### config.mk
export PLATFORM = sky130hd
export DESIGN_NAME = sysbus_arbiter_flat
export DESIGN_NICKNAME = d
export VERILOG_FILES = /design/src/rtl/sysbus_arb_pkg.sv /design/src/rtl/sysbus_arbiter_if.sv /design/src/rtl/sysbus_arb_pick.sv /design/src/rtl/sysbus_arbiter.sv /design/src/flat_wrapper.sv
export SDC_FILE = /design/constraint.sdc
export NUM_CORES = 1
export LEC_CHECK = 0
export ABC_AREA = 0
export CAP_MARGIN = 15
export CORE_MARGIN = 2
export CORE_UTILIZATION = 37
export CTS_CLUSTER_DIAMETER = 100
export DETAILED_ROUTE_END_ITERATION = 8
export PLACE_DENSITY = 0.78
export SETUP_SLACK_MARGIN = 0.05
export SYNTH_ARGS = -nofsm -noshare
export SYNTH_HDL_FRONTEND = slang
export SYNTH_SLANG_ARGS = --single-unit
### constraint.sdc
create_clock -name clock -period 5.5 [get_ports clock]
set_clock_uncertainty 0.05 [all_clocks]
set_input_delay 1.65 -clock clock [delete_from_list [all_inputs] [get_ports clock]]
set_output_delay 1.65 -clock clock [all_outputs]
set_load 0.02 [all_outputs]
### src/rtl/sysbus_arb_pkg.sv
// Shared types and helpers for the system-bus arbiter.
package sysbus_arb_pkg;

  typedef enum logic [1:0] {
    StIdle = 2'd0,
    StBusy = 2'd1,
    StResp = 2'd2
  } arb_state_e;

  localparam logic RW_READ  = 1'b1;
  localparam logic RW_WRITE = 1'b0;

  // Width of a channel index; never narrower than one bit.
  function automatic int unsigned id_width(input int unsigned n);
    return (n > 1) ? $clog2(n) : 1;
  endfunction

endpackage

### src/rtl/sysbus_arbiter_if.sv
// Channel-side and memory-side signals of the system-bus arbiter.
interface sysbus_arbiter_if #(
  parameter int unsigned NUM_CH = 2,
  parameter int unsigned ADDR_W = 32,
  parameter int unsigned DATA_W = 32
);
  import sysbus_arb_pkg::*;

  localparam int unsigned ID_W = id_width(NUM_CH);

  logic [NUM_CH-1:0]        ch_strobe;
  logic [NUM_CH-1:0]        ch_rw;
  logic [NUM_CH*ADDR_W-1:0] ch_address;
  logic [NUM_CH*DATA_W-1:0] ch_data_in;
  logic [DATA_W-1:0]        ch_data_out;
  logic [NUM_CH-1:0]        ch_ready;
  logic                     mem_strobe;
  logic                     mem_rw;
  logic [ADDR_W-1:0]        mem_address;
  logic [DATA_W-1:0]        mem_data_in;
  logic [DATA_W-1:0]        mem_data_out;
  logic                     mem_ready;
  logic [ID_W-1:0]          grant_id;
  logic                     busy;
  logic                     timeout_err;

  // Arbiter view: serves the channels, masters the memory.
  modport master (
    input  ch_strobe, ch_rw, ch_address, ch_data_in, mem_data_out, mem_ready,
    output ch_data_out, ch_ready, mem_strobe, mem_rw, mem_address, mem_data_in,
    output grant_id, busy, timeout_err
  );

  // Environment view: channels and memory model.
  modport slave (
    output ch_strobe, ch_rw, ch_address, ch_data_in, mem_data_out, mem_ready,
    input  ch_data_out, ch_ready, mem_strobe, mem_rw, mem_address, mem_data_in,
    input  grant_id, busy, timeout_err
  );

endinterface

### src/rtl/sysbus_arb_pick.sv
// Combinational picker: first requesting channel at or after start_i, wrapping at NUM_CH.
module sysbus_arb_pick #(
  parameter int unsigned NUM_CH = 2,
  parameter int unsigned ID_W   = 1
) (
  input  logic [NUM_CH-1:0] req_i,
  input  logic [ID_W-1:0]   start_i,
  output logic [ID_W-1:0]   idx_o,
  output logic              valid_o
);

  logic [NUM_CH-1:0] rot;

  // Rotate so that bit 0 is the channel at start_i.
  assign rot = NUM_CH'({req_i, req_i} >> start_i);

  always_comb begin
    idx_o   = '0;
    valid_o = 1'b0;
    for (int unsigned i = 0; i < NUM_CH; i++) begin
      if (!valid_o && rot[i]) begin
        valid_o = 1'b1;
        idx_o   = ID_W'((32'(start_i) + i) % NUM_CH);
      end
    end
  end

endmodule

### src/rtl/sysbus_arbiter.sv
// N-channel arbiter onto one registered memory port with response watchdog.
// Define SYSBUS_ARB_RR_EN for round-robin; default is fixed priority, channel 0 highest.
module sysbus_arbiter
  import sysbus_arb_pkg::*;
#(
  parameter int unsigned NUM_CH      = 2,
  parameter int unsigned ADDR_W      = 32,
  parameter int unsigned DATA_W      = 32,
  parameter int unsigned TIMEOUT_CYC = 255
) (
  input logic              clock,
  input logic              reset,
  sysbus_arbiter_if.master bus
);

  localparam int unsigned ID_W = id_width(NUM_CH);
  localparam int unsigned WD_W = (TIMEOUT_CYC > 0) ? $clog2(TIMEOUT_CYC + 1) : 1;

  arb_state_e        state_q, state_d;
  logic              mem_strobe_q, mem_strobe_d;
  logic              mem_rw_q, mem_rw_d;
  logic [ADDR_W-1:0] mem_address_q, mem_address_d;
  logic [DATA_W-1:0] mem_data_in_q, mem_data_in_d;
  logic [NUM_CH-1:0] ch_ready_q, ch_ready_d;
  logic [DATA_W-1:0] ch_data_out_q, ch_data_out_d;
  logic [ID_W-1:0]   grant_q, grant_d;
  logic              busy_q, busy_d;
  logic              timeout_q, timeout_d;
  logic [WD_W-1:0]   wd_q, wd_d;

  logic [ID_W-1:0]   start;
  logic [ID_W-1:0]   pick_idx;
  logic              pick_valid;
  logic              sel_rw;
  logic [ADDR_W-1:0] sel_addr;
  logic [DATA_W-1:0] sel_data;

`ifdef SYSBUS_ARB_RR_EN
  logic [ID_W-1:0] ptr_q;

  // Search begins one past the last winner; reset value makes channel 0 first.
  assign start = (ptr_q == ID_W'(NUM_CH - 1)) ? '0 : ptr_q + 1'b1;

  always_ff @(posedge clock or posedge reset) begin
    if (reset) begin
      ptr_q <= ID_W'(NUM_CH - 1);
    end else if (state_q == StIdle && pick_valid) begin
      ptr_q <= pick_idx;
    end
  end
`else
  assign start = '0;
`endif

  sysbus_arb_pick #(
    .NUM_CH (NUM_CH),
    .ID_W   (ID_W)
  ) u_pick (
    .req_i   (bus.ch_strobe),
    .start_i (start),
    .idx_o   (pick_idx),
    .valid_o (pick_valid)
  );

  always_comb begin
    sel_rw   = RW_READ;
    sel_addr = '0;
    sel_data = '0;
    for (int unsigned i = 0; i < NUM_CH; i++) begin
      if (pick_idx == ID_W'(i)) begin
        sel_rw   = bus.ch_rw[i];
        sel_addr = bus.ch_address[i*ADDR_W +: ADDR_W];
        sel_data = bus.ch_data_in[i*DATA_W +: DATA_W];
      end
    end
  end

  always_comb begin
    state_d       = state_q;
    mem_strobe_d  = mem_strobe_q;
    mem_rw_d      = mem_rw_q;
    mem_address_d = mem_address_q;
    mem_data_in_d = mem_data_in_q;
    ch_ready_d    = '0;
    ch_data_out_d = '0;
    grant_d       = grant_q;
    timeout_d     = timeout_q;
    wd_d          = wd_q;

    unique case (state_q)
      StIdle: begin
        if (pick_valid) begin
          state_d       = StBusy;
          mem_strobe_d  = 1'b1;
          mem_rw_d      = sel_rw;
          mem_address_d = sel_addr;
          mem_data_in_d = sel_data;
          grant_d       = pick_idx;
          wd_d          = '0;
        end
      end
      StBusy: begin
        wd_d = wd_q + 1'b1;
        if (bus.mem_ready || (TIMEOUT_CYC != 0 && wd_q == WD_W'(TIMEOUT_CYC - 1))) begin
          state_d      = StResp;
          mem_strobe_d = 1'b0;
          for (int unsigned i = 0; i < NUM_CH; i++) begin
            ch_ready_d[i] = (grant_q == ID_W'(i));
          end
          // mem_ready takes precedence over an expiry in the same cycle.
          if (bus.mem_ready) begin
            ch_data_out_d = (mem_rw_q == RW_WRITE) ? '0 : bus.mem_data_out;
          end else begin
            timeout_d = 1'b1;
          end
        end
      end
      StResp: begin
        state_d = StIdle;
      end
      default: begin
        state_d = StIdle;
      end
    endcase

    busy_d = (state_d != StIdle);
  end

  always_ff @(posedge clock or posedge reset) begin
    if (reset) begin
      state_q       <= StIdle;
      mem_strobe_q  <= 1'b0;
      mem_rw_q      <= RW_READ;
      mem_address_q <= '0;
      mem_data_in_q <= '0;
      ch_ready_q    <= '0;
      ch_data_out_q <= '0;
      grant_q       <= '0;
      busy_q        <= 1'b0;
      timeout_q     <= 1'b0;
      wd_q          <= '0;
    end else begin
      state_q       <= state_d;
      mem_strobe_q  <= mem_strobe_d;
      mem_rw_q      <= mem_rw_d;
      mem_address_q <= mem_address_d;
      mem_data_in_q <= mem_data_in_d;
      ch_ready_q    <= ch_ready_d;
      ch_data_out_q <= ch_data_out_d;
      grant_q       <= grant_d;
      busy_q        <= busy_d;
      timeout_q     <= timeout_d;
      wd_q          <= wd_d;
    end
  end

  assign bus.mem_strobe  = mem_strobe_q;
  assign bus.mem_rw      = mem_rw_q;
  assign bus.mem_address = mem_address_q;
  assign bus.mem_data_in = mem_data_in_q;
  assign bus.ch_ready    = ch_ready_q;
  assign bus.ch_data_out = ch_data_out_q;
  assign bus.grant_id    = grant_q;
  assign bus.busy        = busy_q;
  assign bus.timeout_err = timeout_q;

endmodule

### src/flat_wrapper.sv
// flat-port wrapper written by rule: the top's interface ports become plain ports
module sysbus_arbiter_flat import sysbus_arb_pkg::*;
#(
  parameter int unsigned NUM_CH      = 2,
  parameter int unsigned ADDR_W      = 32,
  parameter int unsigned DATA_W      = 32,
  parameter int unsigned TIMEOUT_CYC = 255
)
  (clock, reset, bus_ch_strobe, bus_ch_rw, bus_ch_address, bus_ch_data_in, bus_mem_data_out, bus_mem_ready, bus_ch_data_out, bus_ch_ready, bus_mem_strobe, bus_mem_rw, bus_mem_address, bus_mem_data_in, bus_grant_id, bus_busy, bus_timeout_err);
  sysbus_arbiter_if #(.NUM_CH(NUM_CH), .ADDR_W(ADDR_W), .DATA_W(DATA_W)) bus_i ();
  input logic clock;
  input logic reset;
  input wire logic [$bits(bus_i.ch_strobe)-1:0] bus_ch_strobe;
  input wire logic [$bits(bus_i.ch_rw)-1:0] bus_ch_rw;
  input wire logic [$bits(bus_i.ch_address)-1:0] bus_ch_address;
  input wire logic [$bits(bus_i.ch_data_in)-1:0] bus_ch_data_in;
  input wire logic [$bits(bus_i.mem_data_out)-1:0] bus_mem_data_out;
  input wire logic [$bits(bus_i.mem_ready)-1:0] bus_mem_ready;
  output wire logic [$bits(bus_i.ch_data_out)-1:0] bus_ch_data_out;
  output wire logic [$bits(bus_i.ch_ready)-1:0] bus_ch_ready;
  output wire logic [$bits(bus_i.mem_strobe)-1:0] bus_mem_strobe;
  output wire logic [$bits(bus_i.mem_rw)-1:0] bus_mem_rw;
  output wire logic [$bits(bus_i.mem_address)-1:0] bus_mem_address;
  output wire logic [$bits(bus_i.mem_data_in)-1:0] bus_mem_data_in;
  output wire logic [$bits(bus_i.grant_id)-1:0] bus_grant_id;
  output wire logic [$bits(bus_i.busy)-1:0] bus_busy;
  output wire logic [$bits(bus_i.timeout_err)-1:0] bus_timeout_err;
  assign bus_i.ch_strobe = bus_ch_strobe;
  assign bus_i.ch_rw = bus_ch_rw;
  assign bus_i.ch_address = bus_ch_address;
  assign bus_i.ch_data_in = bus_ch_data_in;
  assign bus_i.mem_data_out = bus_mem_data_out;
  assign bus_i.mem_ready = bus_mem_ready;
  assign bus_ch_data_out = bus_i.ch_data_out;
  assign bus_ch_ready = bus_i.ch_ready;
  assign bus_mem_strobe = bus_i.mem_strobe;
  assign bus_mem_rw = bus_i.mem_rw;
  assign bus_mem_address = bus_i.mem_address;
  assign bus_mem_data_in = bus_i.mem_data_in;
  assign bus_grant_id = bus_i.grant_id;
  assign bus_busy = bus_i.busy;
  assign bus_timeout_err = bus_i.timeout_err;
  sysbus_arbiter #(.NUM_CH(NUM_CH), .ADDR_W(ADDR_W), .DATA_W(DATA_W), .TIMEOUT_CYC(TIMEOUT_CYC)) u_core (.clock(clock), .reset(reset), .bus(bus_i));
endmodule
==> summary.txt <==
Total nets after synthesis: 515
Setup CP Type: in -> reg
Clock latency on the worst-skew pair: 400 ps
DRT antenna net count: 0
CTS tree: built
Detailed placer's ending HPWL: 9690 um
Top-area cell type share of the netlist area: 55.5%
Worst setup slack after layout: 1800 ps
Number of pins exceeding their max-slew limit in the final report: 0
Maximum clock frequency: 270 MHz
Netlist Area Pre-Place: 0.00505 mm^2
Clk sinks: 113
Ordered cell list for the critical path: clkdlybuf4s50_1, nor2b_4, buf_4, mux2_1, mux2_4
Residual DRC: 0
Endpoint kind of the worst setup timing path: flop
Ranking of synthesized cells by area: sky130_fd_sc_hd__dfrtp_1 55%, sky130_fd_sc_hd__mux2_1 14%, sky130_fd_sc_hd__mux2_2 11%
Layout cell share with drive strength beyond 1: 17.1%
Drt initial violations: 53
Die Span X: 121 um
Io pins: 270
Number of setup buffers added after CTS: 0
Distinct cell type count after synthesis: 37
Critical path fanouts, max: 55
Sequential cell area fraction in the yosys report: 56.0%
Setup-violating endpoint count in the final report: 0
Post-detailed-route via-to-cell ratio: 4.58
Critical path data required time: 5740 ps
Most common library cell in the layout ignoring fill and taps: sky130_fd_sc_hd__clkdlybuf4s50_1
Static leakage: 3.60 nW
Worst Max-Slew Pin Slew: 750 ps
Worst slew margin relative to its limit: 50.0%
Vias in the first global route: 4,071
Area of the die: 0.0146 mm^2
Initial cell density of the core: 38.0%
Wire length on met1: 4870 um
Slowest cell on the critical path: sky130_fd_sc_hd__buf_4
Unrepaired setup endpoints after global routing: no
Metal2 WL: 6680 um
Worst Hold Class: reg -> reg
Number of port buffers: 269
Number of nets at the end of the flow: 788
Deepest clock path buffer count: 2
Post-synth ARST share: 100%
P per Cell Area: 498 mW/mm^2
Syn Inst Count: 346
Via total after detailed routing: 3,697
Final antenna diode count: 0
Synthesis-to-finish area growth: 68.4%
WL final: 13,100 um
Most used flip-flop cell after synthesis: sky130_fd_sc_hd__dfrtp_1
Post-route minimum period: 3700 ps
Row count: 42
Wire length of the first global-routing pass: 20,200 um
Leading cell types in the layout, fill and taps excluded: 269 x sky130_fd_sc_hd__clkdlybuf4s50_1, 112 x sky130_fd_sc_hd__dfrtp_1, 65 x sky130_fd_sc_hd__mux2_1, 48 x sky130_fd_sc_hd__mux2_2, 32 x sky130_fd_sc_hd__and2_1
Peak per-stage delay on the critical path: 630 ps
Clock transition at the register clock pins on the worst setup and hold paths after CTS: 60 ps
Post-cts gate resize count: 0
Pin count of the biggest net entering global routing: 91
Final estimated routing congestion in global placement: 0.757
Total negative slack: 0 ps
Dpl ws: 1340 ps
Final core occ: 64.0%
Library cell used as clock root buffer: sky130_fd_sc_hd__clkbuf_16
Number of antenna violations at the first check in global routing: 0
Crit path launch type: input pin
Cell accounting for the most synthesized area: sky130_fd_sc_hd__dfrtp_1
Routed wire per std cell: 16.2 um
Cts bufs inserted: 17
Number of enable flip-flop cells after synthesis: 0
Count of H-tree levels built during CTS: 4
Result of the run: complete, no violations
Highest ir drop seen on vdd: 291 uV
Die span in y: 121 um
Number of max-cap violations: 0
Number of detailed-routing iterations run before antenna repair: 4
Number of warning messages in the yosys log: 0
Met3 wire length: 1280 um
Post-synthesis sequential element count: 113
Number of endpoints with negative hold slack in the final report: 0
Final critical-path share of the clock period: 67.2%
CP Data Arrival Time: 3940 ps
Top layer in use: met4
Mean area per synthesized cell: 14.6 um^2
Hold bufs inserted after CTS: 0
Total congestion overflow after global routing: 0
Total track usage: 18.2%
Area of the core region: 0.0133 mm^2
## routing by layer
layer,up-vias,global-route usage [%]
li1,1763,-
met5,-,0
met4,0,8.28
met1,1733,18.8
met2,176,32.2
met3,25,7.28
## per-stage QoR
| stage | total power [mW] | cell area (um^2) | hold WS [ps] | cells |
|---|---|---|---|---|
| after global routing | 4.45 | 8510 | 446 | 808 |
| final | 4.24 | 8510 | 428 | 808 |
| after detailed placement | 3.13 | 7840 | 421 | 774 |
| after floorplan | 2.31 | 5050 | 388 | 346 |
| after global placement | 3.09 | 7840 | 414 | 774 |
| after CTS | 4.29 | 8460 | 435 | 806 |
## area by class of cell
type / count / area (um^2)
Fill cell: 986 / 4790
Sequential cell: 113 / 2830
Timing Repair Buffer: 274 / 2760
Multi-Input combinational cell: 210 / 2060
Clock buffer: 20 / 467
Tap cell: 176 / 220
Clock inverter: 12 / 158
Inverter: 3 / 13.8
## critical path, delay by kind of cell
kind	cells	cell delay, ps
buffers and inverters	2	1170
muxes	2	680
and+or+nand+nor	1	380
## cell families (layout without fill, tap and decap cells)
family                   count (synthesis)  in the layout  synth area share (%)
flip-flops                             113            113                  56.0
adder cells (fa/ha/maj)                  2              2                 0.495
buffers and inverters                   23            309                  3.42
AND/OR/NAND/NOR                         56             56                  6.81
AO/OA/AOI/OAI                           17             17                  2.08
multiplexers                           135            135                  31.2
## path summary, 6_finish.rpt
kind,startpoint,endpoint,slack (ps),depth (start not counted)
max in group asynchronous,reset,u_core.bus.mem_address[18]$_DFFE_PP0P_,3140,3
setup reg to reg,u_core.state_q[0]$_DFF_PP0_,u_core.bus.mem_data_in[10]$_DFFE_PP0P_,3320,4
hold reg to reg,u_core.bus.timeout_err$_DFFE_PP0P_,u_core.bus.timeout_err$_DFFE_PP0P_,430,1
hold / removal,u_core.bus.timeout_err$_DFFE_PP0P_,u_core.bus.timeout_err$_DFFE_PP0P_,430,1
min in group asynchronous,reset,u_core.bus.ch_data_out[2]$_DFF_PP0_,1560,2
setup / recovery,bus_ch_strobe[1],u_core.bus.mem_data_in[3]$_DFFE_PP0P_,1800,5
## state kept, by name (all words and copies together) (netlist names), 2 cells and up
register and count:
u_core.bus.mem_data_in 32, u_core.bus.ch_ready 2, u_core.bus.ch_data_out 32, u_core.bus.mem_address 32
u_core.wd_q 8, u_core.state_q 2
## report_power, final
group	total, mW	leakage [nW]	internal (mW)	switching (mW)
Sequential	1.31	1.41	1.15	0.165
Combinational	1.80	1.90	0.986	0.818
Clock	1.12	0.286	0.747	0.377
Total	4.24	3.60	2.88	1.36
## cell usage after synthesis (3+ instances only)
cell type and instances:
sky130_fd_sc_hd__nor2_1 3, sky130_fd_sc_hd__nand3_1 4, sky130_fd_sc_hd__buf_6 7, sky130_fd_sc_hd__nand2_1 4, sky130_fd_sc_hd__mux2i_1 5, sky130_fd_sc_hd__mux2_2 48
sky130_fd_sc_hd__buf_2 3, sky130_fd_sc_hd__dfrtp_1 112, sky130_fd_sc_hd__mux2_4 17, sky130_fd_sc_hd__clkbuf_1 4, sky130_fd_sc_hd__buf_4 5, sky130_fd_sc_hd__o21ai_0 7
sky130_fd_sc_hd__mux2_1 65, sky130_fd_sc_hd__inv_1 3, sky130_fd_sc_hd__and2_1 32
No activity file was read; power rests on OpenSTA's default activity.
